[src/rtl/mem_wb_writeback_if.sv]
// MEM -> WB pipeline bus: MEM-stage results in, register-file write port and
// WB forwarding/status signals out.
interface mem_wb_writeback_if #(
  parameter int DATA_WIDTH     = 32,
  parameter int REG_ADDR_WIDTH = 5
);
  logic                      Stall;
  logic                      Flush;
  logic                      MemValid;
  logic                      MemRegWrite;
  logic [1:0]                MemToReg;
  logic [2:0]                MemLoadType;
  logic [REG_ADDR_WIDTH-1:0] MemWriteReg;
  logic [DATA_WIDTH-1:0]     MemAluResult;
  logic [DATA_WIDTH-1:0]     MemReadData;
  logic [DATA_WIDTH-1:0]     MemPCPlus4;

  logic [REG_ADDR_WIDTH-1:0] WriteRegister;
  logic [DATA_WIDTH-1:0]     WriteData;
  logic                      RegWrite;
  logic                      WbValid;
  logic                      LoadMisaligned;
  logic [31:0]               InstrRetired;

  // MEM stage / pipeline control side
  modport master (
    output Stall, Flush, MemValid, MemRegWrite, MemToReg, MemLoadType,
           MemWriteReg, MemAluResult, MemReadData, MemPCPlus4,
    input  WriteRegister, WriteData, RegWrite, WbValid, LoadMisaligned,
           InstrRetired
  );

  // WB stage
  modport slave (
    input  Stall, Flush, MemValid, MemRegWrite, MemToReg, MemLoadType,
           MemWriteReg, MemAluResult, MemReadData, MemPCPlus4,
    output WriteRegister, WriteData, RegWrite, WbValid, LoadMisaligned,
           InstrRetired
  );
endinterface

[src/rtl/mem_wb_writeback.sv]
// MEM/WB pipeline register: big-endian load extraction, writeback source select,
// $zero write suppression and retired-instruction counting. All outputs registered.
module mem_wb_writeback #(
  parameter int DATA_WIDTH     = 32,
  parameter int REG_ADDR_WIDTH = 5,
  parameter int LINK_REG       = 31
) (
  input  logic              Clk,
  input  logic              Reset,
  mem_wb_writeback_if.slave wb
);

  localparam logic [1:0] SRC_ALU  = 2'b00;
  localparam logic [1:0] SRC_LOAD = 2'b01;
  localparam logic [1:0] SRC_LINK = 2'b10;

  localparam logic [2:0] LT_LB  = 3'b001;
  localparam logic [2:0] LT_LBU = 3'b010;
  localparam logic [2:0] LT_LH  = 3'b011;
  localparam logic [2:0] LT_LHU = 3'b100;

  localparam logic [REG_ADDR_WIDTH-1:0] LINK_ADDR = REG_ADDR_WIDTH'(LINK_REG);

  logic [REG_ADDR_WIDTH-1:0] write_register_q, write_register_d;
  logic [DATA_WIDTH-1:0]     write_data_q, write_data_d;
  logic                      reg_write_q, reg_write_d;
  logic                      wb_valid_q;
  logic                      load_misaligned_q, load_misaligned_d;
  logic [31:0]               instr_retired_q;

  logic [1:0]            offset;
  logic [7:0]            load_byte;
  logic [15:0]           load_half;
  logic                  is_byte, is_half, is_signed;
  logic [DATA_WIDTH-1:0] load_data;

  assign offset    = wb.MemAluResult[1:0];
  assign is_byte   = (wb.MemLoadType == LT_LB) || (wb.MemLoadType == LT_LBU);
  assign is_half   = (wb.MemLoadType == LT_LH) || (wb.MemLoadType == LT_LHU);
  assign is_signed = (wb.MemLoadType == LT_LB) || (wb.MemLoadType == LT_LH);

  // Big-endian lanes: offset 0 is the most significant byte of the word.
  always_comb begin
    load_byte = '0;
    case (offset)
      2'd0:    load_byte = wb.MemReadData[DATA_WIDTH-1  -: 8];
      2'd1:    load_byte = wb.MemReadData[DATA_WIDTH-9  -: 8];
      2'd2:    load_byte = wb.MemReadData[DATA_WIDTH-17 -: 8];
      default: load_byte = wb.MemReadData[DATA_WIDTH-25 -: 8];
    endcase
  end

  assign load_half = offset[1] ? wb.MemReadData[DATA_WIDTH-17 -: 16]
                               : wb.MemReadData[DATA_WIDTH-1  -: 16];

  always_comb begin
    load_data = wb.MemReadData;
    if (is_byte) begin
      load_data = {{(DATA_WIDTH-8){is_signed & load_byte[7]}}, load_byte};
    end else if (is_half) begin
      load_data = {{(DATA_WIDTH-16){is_signed & load_half[15]}}, load_half};
    end
  end

  always_comb begin
    write_data_d     = wb.MemAluResult;
    write_register_d = wb.MemWriteReg;
    case (wb.MemToReg)
      SRC_LOAD: write_data_d = load_data;
      SRC_LINK: begin
        write_data_d     = wb.MemPCPlus4;
        write_register_d = LINK_ADDR;
      end
      default:  write_data_d = wb.MemAluResult;
    endcase
  end

  // Dropping $zero writes here keeps the register file free of a zero-guard.
  assign reg_write_d = wb.MemValid && wb.MemRegWrite && (write_register_d != '0);

  // Byte loads can never be misaligned; unknown load codes behave as lw.
  assign load_misaligned_d = (wb.MemToReg == SRC_LOAD) &&
                             ((is_half && offset[0]) ||
                              (!is_byte && !is_half && (offset != 2'd0)));

  always_ff @(posedge Clk or negedge Reset) begin
    if (!Reset) begin
      write_register_q  <= '0;
      write_data_q      <= '0;
      reg_write_q       <= 1'b0;
      wb_valid_q        <= 1'b0;
      load_misaligned_q <= 1'b0;
      instr_retired_q   <= '0;
    end else if (wb.Flush) begin
      reg_write_q       <= 1'b0;
      wb_valid_q        <= 1'b0;
      load_misaligned_q <= 1'b0;
    end else if (!wb.Stall) begin
      write_register_q  <= write_register_d;
      write_data_q      <= write_data_d;
      reg_write_q       <= reg_write_d;
      wb_valid_q        <= wb.MemValid;
      load_misaligned_q <= load_misaligned_d;
      if (wb.MemValid) begin
        instr_retired_q <= instr_retired_q + 32'd1;
      end
    end
  end

  assign wb.WriteRegister  = write_register_q;
  assign wb.WriteData      = write_data_q;
  assign wb.RegWrite       = reg_write_q;
  assign wb.WbValid        = wb_valid_q;
  assign wb.LoadMisaligned = load_misaligned_q;
  assign wb.InstrRetired   = instr_retired_q;

endmodule

[src/flat_wrapper.sv]
// flat-port wrapper written by rule: the top's interface ports become plain ports
module mem_wb_writeback_flat 
#(
  parameter int DATA_WIDTH     = 32,
  parameter int REG_ADDR_WIDTH = 5,
  parameter int LINK_REG       = 31
)
  (Clk, Reset, wb_Stall, wb_Flush, wb_MemValid, wb_MemRegWrite, wb_MemToReg, wb_MemLoadType, wb_MemWriteReg, wb_MemAluResult, wb_MemReadData, wb_MemPCPlus4, wb_WriteRegister, wb_WriteData, wb_RegWrite, wb_WbValid, wb_LoadMisaligned, wb_InstrRetired);
  mem_wb_writeback_if #(.DATA_WIDTH(DATA_WIDTH), .REG_ADDR_WIDTH(REG_ADDR_WIDTH)) wb_i ();
  input  logic Clk;
  input  logic Reset;
  input wire logic [$bits(wb_i.Stall)-1:0] wb_Stall;
  input wire logic [$bits(wb_i.Flush)-1:0] wb_Flush;
  input wire logic [$bits(wb_i.MemValid)-1:0] wb_MemValid;
  input wire logic [$bits(wb_i.MemRegWrite)-1:0] wb_MemRegWrite;
  input wire logic [$bits(wb_i.MemToReg)-1:0] wb_MemToReg;
  input wire logic [$bits(wb_i.MemLoadType)-1:0] wb_MemLoadType;
  input wire logic [$bits(wb_i.MemWriteReg)-1:0] wb_MemWriteReg;
  input wire logic [$bits(wb_i.MemAluResult)-1:0] wb_MemAluResult;
  input wire logic [$bits(wb_i.MemReadData)-1:0] wb_MemReadData;
  input wire logic [$bits(wb_i.MemPCPlus4)-1:0] wb_MemPCPlus4;
  output wire logic [$bits(wb_i.WriteRegister)-1:0] wb_WriteRegister;
  output wire logic [$bits(wb_i.WriteData)-1:0] wb_WriteData;
  output wire logic [$bits(wb_i.RegWrite)-1:0] wb_RegWrite;
  output wire logic [$bits(wb_i.WbValid)-1:0] wb_WbValid;
  output wire logic [$bits(wb_i.LoadMisaligned)-1:0] wb_LoadMisaligned;
  output wire logic [$bits(wb_i.InstrRetired)-1:0] wb_InstrRetired;
  assign wb_i.Stall = wb_Stall;
  assign wb_i.Flush = wb_Flush;
  assign wb_i.MemValid = wb_MemValid;
  assign wb_i.MemRegWrite = wb_MemRegWrite;
  assign wb_i.MemToReg = wb_MemToReg;
  assign wb_i.MemLoadType = wb_MemLoadType;
  assign wb_i.MemWriteReg = wb_MemWriteReg;
  assign wb_i.MemAluResult = wb_MemAluResult;
  assign wb_i.MemReadData = wb_MemReadData;
  assign wb_i.MemPCPlus4 = wb_MemPCPlus4;
  assign wb_WriteRegister = wb_i.WriteRegister;
  assign wb_WriteData = wb_i.WriteData;
  assign wb_RegWrite = wb_i.RegWrite;
  assign wb_WbValid = wb_i.WbValid;
  assign wb_LoadMisaligned = wb_i.LoadMisaligned;
  assign wb_InstrRetired = wb_i.InstrRetired;
  mem_wb_writeback #(.DATA_WIDTH(DATA_WIDTH), .REG_ADDR_WIDTH(REG_ADDR_WIDTH), .LINK_REG(LINK_REG)) u_core (.Clk(Clk), .Reset(Reset), .wb(wb_i));
endmodule
[config.mk]
export PLATFORM = sky130hd
export DESIGN_NAME = mem_wb_writeback_flat
export DESIGN_NICKNAME = d
export VERILOG_FILES = /design/src/rtl/mem_wb_writeback_if.sv /design/src/rtl/mem_wb_writeback.sv /design/src/flat_wrapper.sv
export SDC_FILE = /design/constraint.sdc
export NUM_CORES = 1
export LEC_CHECK = 0
export CAP_MARGIN = 20
export CORE_MARGIN = 1.5
export CORE_UTILIZATION = 40
export DETAILED_ROUTE_END_ITERATION = 8
export PLACE_DENSITY = 0.8
export REMOVE_ABC_BUFFERS = 1
export SETUP_SLACK_MARGIN = 0.15
export SLEW_MARGIN = 40
export SYNTH_ARGS = -nofsm -noshare
export SYNTH_HDL_FRONTEND = slang
export SYNTH_SLANG_ARGS = --single-unit
[constraint.sdc]
create_clock -name Clk -period 3.2 [get_ports Clk]
set_input_delay 0.8 -clock Clk [delete_from_list [all_inputs] [get_ports Clk]]
set_output_delay 0.8 -clock Clk [all_outputs]
set_load 0.01 [all_outputs]
* After elaboration in Yosys (flattened, before gate mapping) *
Cells that the tools add are included.
W data, S select, Z words.

storage, ports and cells
  flip-flop bits (word level) = 72
  latch bits = 0
  bits in writable memories = 0
  ROM bits = 0
  bits of input ports = 112
  output and inout port bits = 72
  word-level logic and storage cells = 49
  memories = 0

cells by class
  add/subtract/negate cells = 1
  $mul = 0
  divide/modulo/power cells = 0
  order comparisons = 0
  equal/unequal tests = 9
  shifts and indexed selects = 0
  muxes and demuxes = 12
  bitwise operators = 4
  reduce and logical (&&, ||, !) cells = 17

operators with widths
  cell                     number
  $mux W32                 2
  $pmux W32 S2             1
  $add A32 B1 Y32 const B  1
  $pmux W8 S3              1
  $mux W16                 1
  $eq A3 B2 Y1 const B     2
  $logic_and A1 B1 Y1      6
  $mux W1                  6
  $mux W5                  1
  $reduce_bool A5 Y1       1
  $eq A2 B1 Y1 const B     2
  $eq A2 B2 Y1 const B     2
  $logic_or A1 B1 Y1       4
  $eq A3 B1 Y1 const B     1
  $eq A3 B3 Y1 const B     1
  $reduce_and A3 Y1        1
  $and A1 B1 Y1            2
  $logic_not A1 Y1         2
  $logic_not A2 Y1         1
  $ne A2 B1 Y1 const B     1
  $not A1 Y1               2
  $reduce_and A2 Y1        1
  $reduce_bool A2 Y1       1

* Depth between registers and ports, before layout *
Gate-level depths: netlist of the first run.

  depth after elaboration = 9
  gate-level depth with buffers = 9
  mapped depth without buffers = 6

* Worst setup path before layout of the first run *
No wires, ideal clock.

  kind = input -> register
  from = input wb_MemToReg[0]
  to = register u_core.write_data_q[22], in the netlist u_core.wb.WriteData[22]
  setup time = 144 ps
  arrival time = 2,383 ps
  required time = 3,056 ps
  setup slack = 673 ps
  stages = 8
  buffers on the path = 3
  path through = inv_1 ha_1 clkbuf_1 or3_1 clkbuf_1 clkbuf_1 a31oi_2 a31oi_1

on the way
  word-level cells in the longest chain between the ends = 2
  elaborated cells between the ends (all ways) = 3
  those cells by class = eq/ne: 2; mux: 1

RTL lines
  item                                          RTL line                 RTL
  from (decl)                                   flat_wrapper.sv:16       input wire logic [$bits(wb_i.MemToReg)-1:0] wb_MemToReg;
  $eq A2 B2 Y1 or $eq A2 B1 Y1 (tied branches)  mem_wb_writeback.sv:68   case (wb.MemToReg)
  $pmux W32 S2 *                                mem_wb_writeback.sv:68
  to (signal assigned)                          mem_wb_writeback.sv:100  write_data_q <= write_data_d;
  to (decl)                                     mem_wb_writeback.sv:25   logic [DATA_WIDTH-1:0] write_data_q, write_data_d;

Every way passes the cells marked *; elsewhere a longest branch is shown, timed or not.
A chain may end at the register's enable or synchronous reset.

* Final worst setup path of the first run *
  from = input wb_MemToReg[0]
  to = register u_core.write_data_q[21], in the netlist u_core.wb.WriteData[21]

The elaborated chain is that of the path after synthesis.

==> results of run 1 <==
[final cells by class]
class                   count  area (um^2)  share of cell area
clock buffers              12        266.5             0.03810
clock inverters             3        40.04            0.005723
inverters                   9        33.78            0.004829
multi-input cells         383         2621              0.3747
flip-flops and latches     72         1802              0.2576
well taps                 143        178.9             0.02558
repair buffers            209         2053              0.2935
[final timing paths]
path | start | to | depth (start not counted)
max | wb_MemToReg[0] | u_core.wb.WriteData[21] | 7
min | u_core.wb.WriteRegister[4] | u_core.wb.WriteRegister[4] | 2
max reg2reg | u_core.wb.InstrRetired[6] | u_core.wb.InstrRetired[30] | 4
min reg2reg | u_core.wb.WriteRegister[4] | u_core.wb.WriteRegister[4] | 2
max in group asynchronous | Reset | u_core.wb.InstrRetired[28] | 1
min in group asynchronous | Reset | u_core.wb.InstrRetired[9] | 1
[registers in the layout, summed over array words and instances (netlist names)]
signal / cells
u_core.wb.LoadMisaligned: 1
u_core.wb.RegWrite: 1
u_core.wb.WriteData: 32
u_core.wb.WbValid: 1
u_core.wb.WriteRegister: 5
u_core.wb.InstrRetired: 32
[where the power goes]
| part | total (mW) | switching (mW) | internal [mW] | leakage (nW) |
|---|---|---|---|---|
| clock network | 1.05 | 0.388 | 0.661 | 0.154 |
| logic | 0.883 | 0.397 | 0.487 | 1.74 |
| registers | 1.13 | 0.101 | 1.03 | 0.889 |
[critical path: cells and delay by family]
family                     cells  cell delay, ns
buffers and inverters          2            0.54
and+or+nand+nor                2            0.89
adders and majority gates      1            0.35
AOI/OAI and AO/OA              2            0.35
[routing by layer]
layer / vias to the layer above / wire length (um)
met5: - / 0
met4: 0 / 384
met3: 42 / 1431
met2: 288 / 7981
met1: 2439 / 6926
li1: 2282 / -
[through the flow]
step           area (um^2)  hold slack (ns)  cells    util  setup WS (ns)
2_1_floorplan         4449           0.5039    464       -        0.03441
3_3_place_gp          6685           0.4576    816  0.5905         0.2322
3_5_place_dp          6689           0.4727    816  0.5908         0.1848
4_1_cts               6995           0.4849    831  0.6179         0.5058
5_1_grt               6995           0.5092    831  0.6179         0.3333
6_report              6995           0.4771    831  0.6179         0.4743
[synth_stat cells, drive strengths merged (9+ instances only)]
cell     n  area [um^2]
xnor2   15        131.4
nand3   15        75.07
o21ai   37        185.2
nand3b  20        150.1
nor3b   12        90.09
a21oi   23        115.1
nor2b    9        56.30
nand2   37        141.4
nor3    10        50.05
o221ai   9        78.83
clkbuf  27        101.4
a221oi   9        78.83
nor2    27        101.4
a31oi   11        75.07
xor2    17        148.9
dfrtp   72         1802
a211oi  15        112.6
nor4    14        125.1
o32ai   15        131.4
buf     12        61.30
[kinds of logic (layout without fill, tap and decap cells)]
kind of cell / Yosys count / count (layout) / synth area share
DFF: 72 / 72 / 0.3907
xor gates and xnor gates: 32 / 32 / 0.06077
adders and majority gates: 3 / 3 / 0.008140
and+or+nand+nor: 183 / 183 / 0.2385
muxes: 11 / 11 / 0.02957
buffers and inverters: 48 / 233 / 0.04259
AOI/OAI and AO/OA: 154 / 154 / 0.2298
==> flow_summary.yaml, run 1 <==
clocking:
  cts_tree: "yes"
  clock_latency_ns: 0.33
  postCtsHoldBufs: 0
  htreeDepth: 3
  path_clk_slew_ns: 0.06
  numCtsBuffers: 9
  cts_resized: 0
  postCtsSetupRepairBufs: 0
  cts_sinks: 72
  cts-root-buf: "clkbuf_16"
  clockBufferDepth: 2
sta:
  skew_ns: 0.007193
  worst_pin_slew_ns: 0.8717
  setup_viol: 0
  relSlewSlack: 0.4188
  rsz0062_at_grt: "no"
  hold_viol: 0
  period_share: 0.8518
  period_needed_ns: 2.726
  drv_slew: 0
  setup_tns_ns: 0
  fmax_mhz: 366.9
setup_path:
  slowest_stage: "or3_1"
  worstPathCellList: "clkdlybuf4s50_1 -> inv_1 -> ha_1 -> or3_1 -> a21oi_1 -> nor3b_1 -> a211oi_1"
  criticalPathCategory: "input port to flop"
  crit_fanout: 14
  max_stage_delay_ns: 0.64
  arrival_ns: 2.93
  endpoint_kind: "flop"
  startpoint_type: "input port"
  crit_required_ns: 3.40
  rrSetupSlack_ns: 1.21
die:
  rows: 39
  initial_core_util: 0.4074
  ios: 184
  die_area_um2: 12180
  die_y_um: 110.4
  die_w_um: 110.4
  core-area_um2: 11320
pwr:
  pwr_density_cell_nw_per_um2: 437.3
  finalPower_mw: 3.059
  vdd_drop_max_v: 0.0003999
  p_leak_nw: 2.783
routing:
  routed-via-count: 5051
  first_iter_violations: 376
  firstDrtPassIters: 5
  detail_route.wl_per_cell_um: 20.12
  drc_errors: 0
  postRouteAntennaNets: 0
  viasPerCell: 6.078
  wl_um: 16720
logic_synthesis:
  synthArstFlopShare: 1.000
  yosysSeqAreaShare: 0.3907
  synth_area_um2: 4612
  synth_edf_count: 0
  synthFlopType: "dfrtp_1"
  yosysWarnings: 0
  postSynthAreaPerCell_um2: 9.169
  synth.distinct_cells: 61
  ys_ff_latch: 72
  syn_inst: 503
global_routing:
  grt_util_met1: 0.3678
  grt_overflow_total: 0
  grt-busiest-layer: "met2"
  grt_pass1_wl_um: 26070
  track_usage: 0.2831
  grt_max_degree: 73
  grt_pass1_vias: 5053
  grt_use_met3: 0.05703
  grt_use_met2: 0.4740
  antenna_found_initial: 0
placed_design:
  io_buffers: 183
  dp_hpwl_um: 12390
  place_congestion: 0.9395
cells_and_area:
  final_common_cell: "clkdlybuf4s50_1"
  nets: 799
  areaGrowthSynthToFinish_pct: 51.68
  drive_gt1_frac: 0.09884
  final_cell_mix: "clkdlybuf4s50_1 (182), dfrtp_1 (72), o21ai_0 (37)"
  fillers: 957
  diodes: 0
run_status:
  status: "finished clean"
job:
  drv_cap: 0
worst_hold_path:
  hold_path_class: "flop to flop"
Power figures use the tool's default switching activity.
==> run 2: changes to the inputs <==
Settings changed: PLACE_DENSITY 0.8 to 0.75.
==> flow_summary.yaml, run 2 (synthesized netlist as in run 1, its figures left out) <==
worst_hold_path:
  hp-start: "u_core.wb.WriteRegister[4]"
  hold_path_class: "flop to flop"
  min_to: "u_core.wb.WriteRegister[4]"
  hold_depth: 2
setup_path:
  critPathBufInv: 2
  rr_worst_depth: 4
  startpoint_type: "input port"
  arrival_ns: 3.00
  regToRegStartpoint: "u_core.wb.InstrRetired[6]"
  worstPathCellList: "clkdlybuf4s50_1 -> inv_1 -> ha_1 -> or3_1 -> a31oi_2 -> a31oi_1"
  crit_required_ns: 3.38
  r2r_end: "u_core.wb.InstrRetired[28]"
  slowest_stage: "or3_1"
  criticalPathCategory: "input port to flop"
  rrSetupSlack_ns: 1.26
  endpoint_kind: "flop"
  max_stage_delay_ns: 0.63
  crit_family: "compound AO/OA/AOI/OAI gates"
  crit_fanout: 14
clocking:
  cts_sinks: 72
  cts-root-buf: "clkbuf_16"
  postCtsHoldBufs: 0
  cts_resized: 0
  path_clk_slew_ns: 0.06
  numCtsBuffers: 9
  htreeDepth: 3
  postCtsSetupRepairBufs: 0
  clock_latency_ns: 0.33
  clockBufferDepth: 2
  cts_tree: "yes"
cells_and_area:
  nets: 798
  areaGrowthSynthToFinish_pct: 50.98
  drive_gt1_frac: 0.09898
  final_common_cell: "clkdlybuf4s50_1"
  fin_util: 0.6151
  fillers: 964
  stdcell_area_um2: 6963
  final_cell_mix: "clkdlybuf4s50_1 (182), dfrtp_1 (72), o21ai_0 (37)"
  diodes: 0
sta:
  hold_viol: 0
  setup_viol: 0
  hold_slack_ns: 0.4627
  setup_tns_ns: 0
  rsz0062_at_grt: "no"
  drv_slew: 0
  relSlewSlack: 0.4922
  fmax_mhz: 354.5
  skew_ns: 0.007194
  period_needed_ns: 2.821
  period_share: 0.8815
  worst_pin_slew_ns: 0.7534
global_routing:
  track_usage: 0.2660
  grt_overflow_total: 0
  grt-busiest-layer: "met2"
  grt_util_met1: 0.3448
  grt_use_met2: 0.4409
  antenna_found_initial: 0
  grt_pass1_wl_um: 24920
  grt_max_degree: 73
  grt_pass1_vias: 4943
  grt_use_met3: 0.05291
routing:
  firstDrtPassIters: 6
  viasPerCell: 6.035
  first_iter_violations: 398
  postRouteAntennaNets: 0
  routed-via-count: 5009
  wl_um: 16020
  detail_route.wl_per_cell_um: 19.30
  drc_errors: 0
placed_design:
  place_area_um2: 6676
  io_buffers: 183
  place_congestion: 0.9262
  dp_hpwl_um: 11870
die:
  die_w_um: 110.4
  initial_core_util: 0.4074
  ios: 184
  die_y_um: 110.4
  die_area_um2: 12180
  rows: 39
  core-area_um2: 11320
pwr:
  p_int_mw: 2.105
  vdd_drop_max_v: 0.0002365
  p_leak_nw: 2.767
  combPwrFrac: 0.294
  clkPwrFrac: 0.332
  pwr_density_cell_nw_per_um2: 429.6
  p_switching_uw: 886.3
  swShare: 0.2963
  pwr-share-seq: 0.374
run_status:
  status: "finished clean"
job:
  drv_cap: 0
-- run 2: changes by cell type in the layout (fill, tap and decap cells not counted), sizes merged --
cell,previous run,this run
clkinvlp,0,1
buf,27,26
clkinv,3,5
clkbuf,12,9
-- run 2: per-stage QoR --
stage	std cells	worst slack (ns)	power, mW
final	830	0.3791	2.992
after floorplan	464	0.03441	1.446
after detailed placement	815	0.04816	2.005
after CTS	830	0.4048	3.007
after global placement	815	0.1164	1.989
after global routing	830	0.2708	3.124
-- run 2: cell type report --
class	count	area, um^2	share of cell area
clock inverters	6	61.31	0.008805
well taps	143	178.9	0.02570
clock buffers	9	225.2	0.03235
flip-flops and latches	72	1802	0.2588
repair buffers	208	2033	0.2920
multi-input cells	383	2629	0.3775
inverters	9	33.78	0.004852
-- run 2: worst max-delay path by stage --
| stage | from | to | depth (start not counted) |
|---|---|---|---|
| final | wb_MemToReg[0] | u_core.wb.WriteData[24] | 6 |
| after detailed placement | wb_MemToReg[0] | u_core.wb.WriteData[22] | 6 |
| after global placement | wb_MemToReg[0] | u_core.wb.WriteData[27] | 6 |
| after global routing | wb_MemToReg[0] | u_core.wb.WriteData[25] | 6 |
| after floorplan | wb_Stall | u_core.wb.InstrRetired[1] | 3 |
| after CTS | wb_MemToReg[0] | u_core.wb.WriteData[25] | 6 |
-- run 2: tightest hold or removal path: cells and delay by family (launching register included) --
kind,cells,cell delay [ns]
AND/OR/NAND/NOR,2,0.10
flip-flops,1,0.34
-- run 2: routing by layer --
metal	wire length, um	share of wire	vias up
li1	-	-	2278
met1	6484	0.40	2405
met2	7646	0.48	277
met3	1429	0.089	49
met4	458	0.029	0
met5	0	0	-
-- run 2: power groups by stage --
stage          Clock (mW)  Sequential (mW)  Combinational (mW)
6_report            0.994             1.12               0.880
5_1_grt              1.05             1.14               0.939
4_1_cts              1.01             1.12               0.879
3_5_place_dp            0             1.13               0.872
3_3_place_gp            0             1.13               0.858
2_1_floorplan           0             1.17               0.274
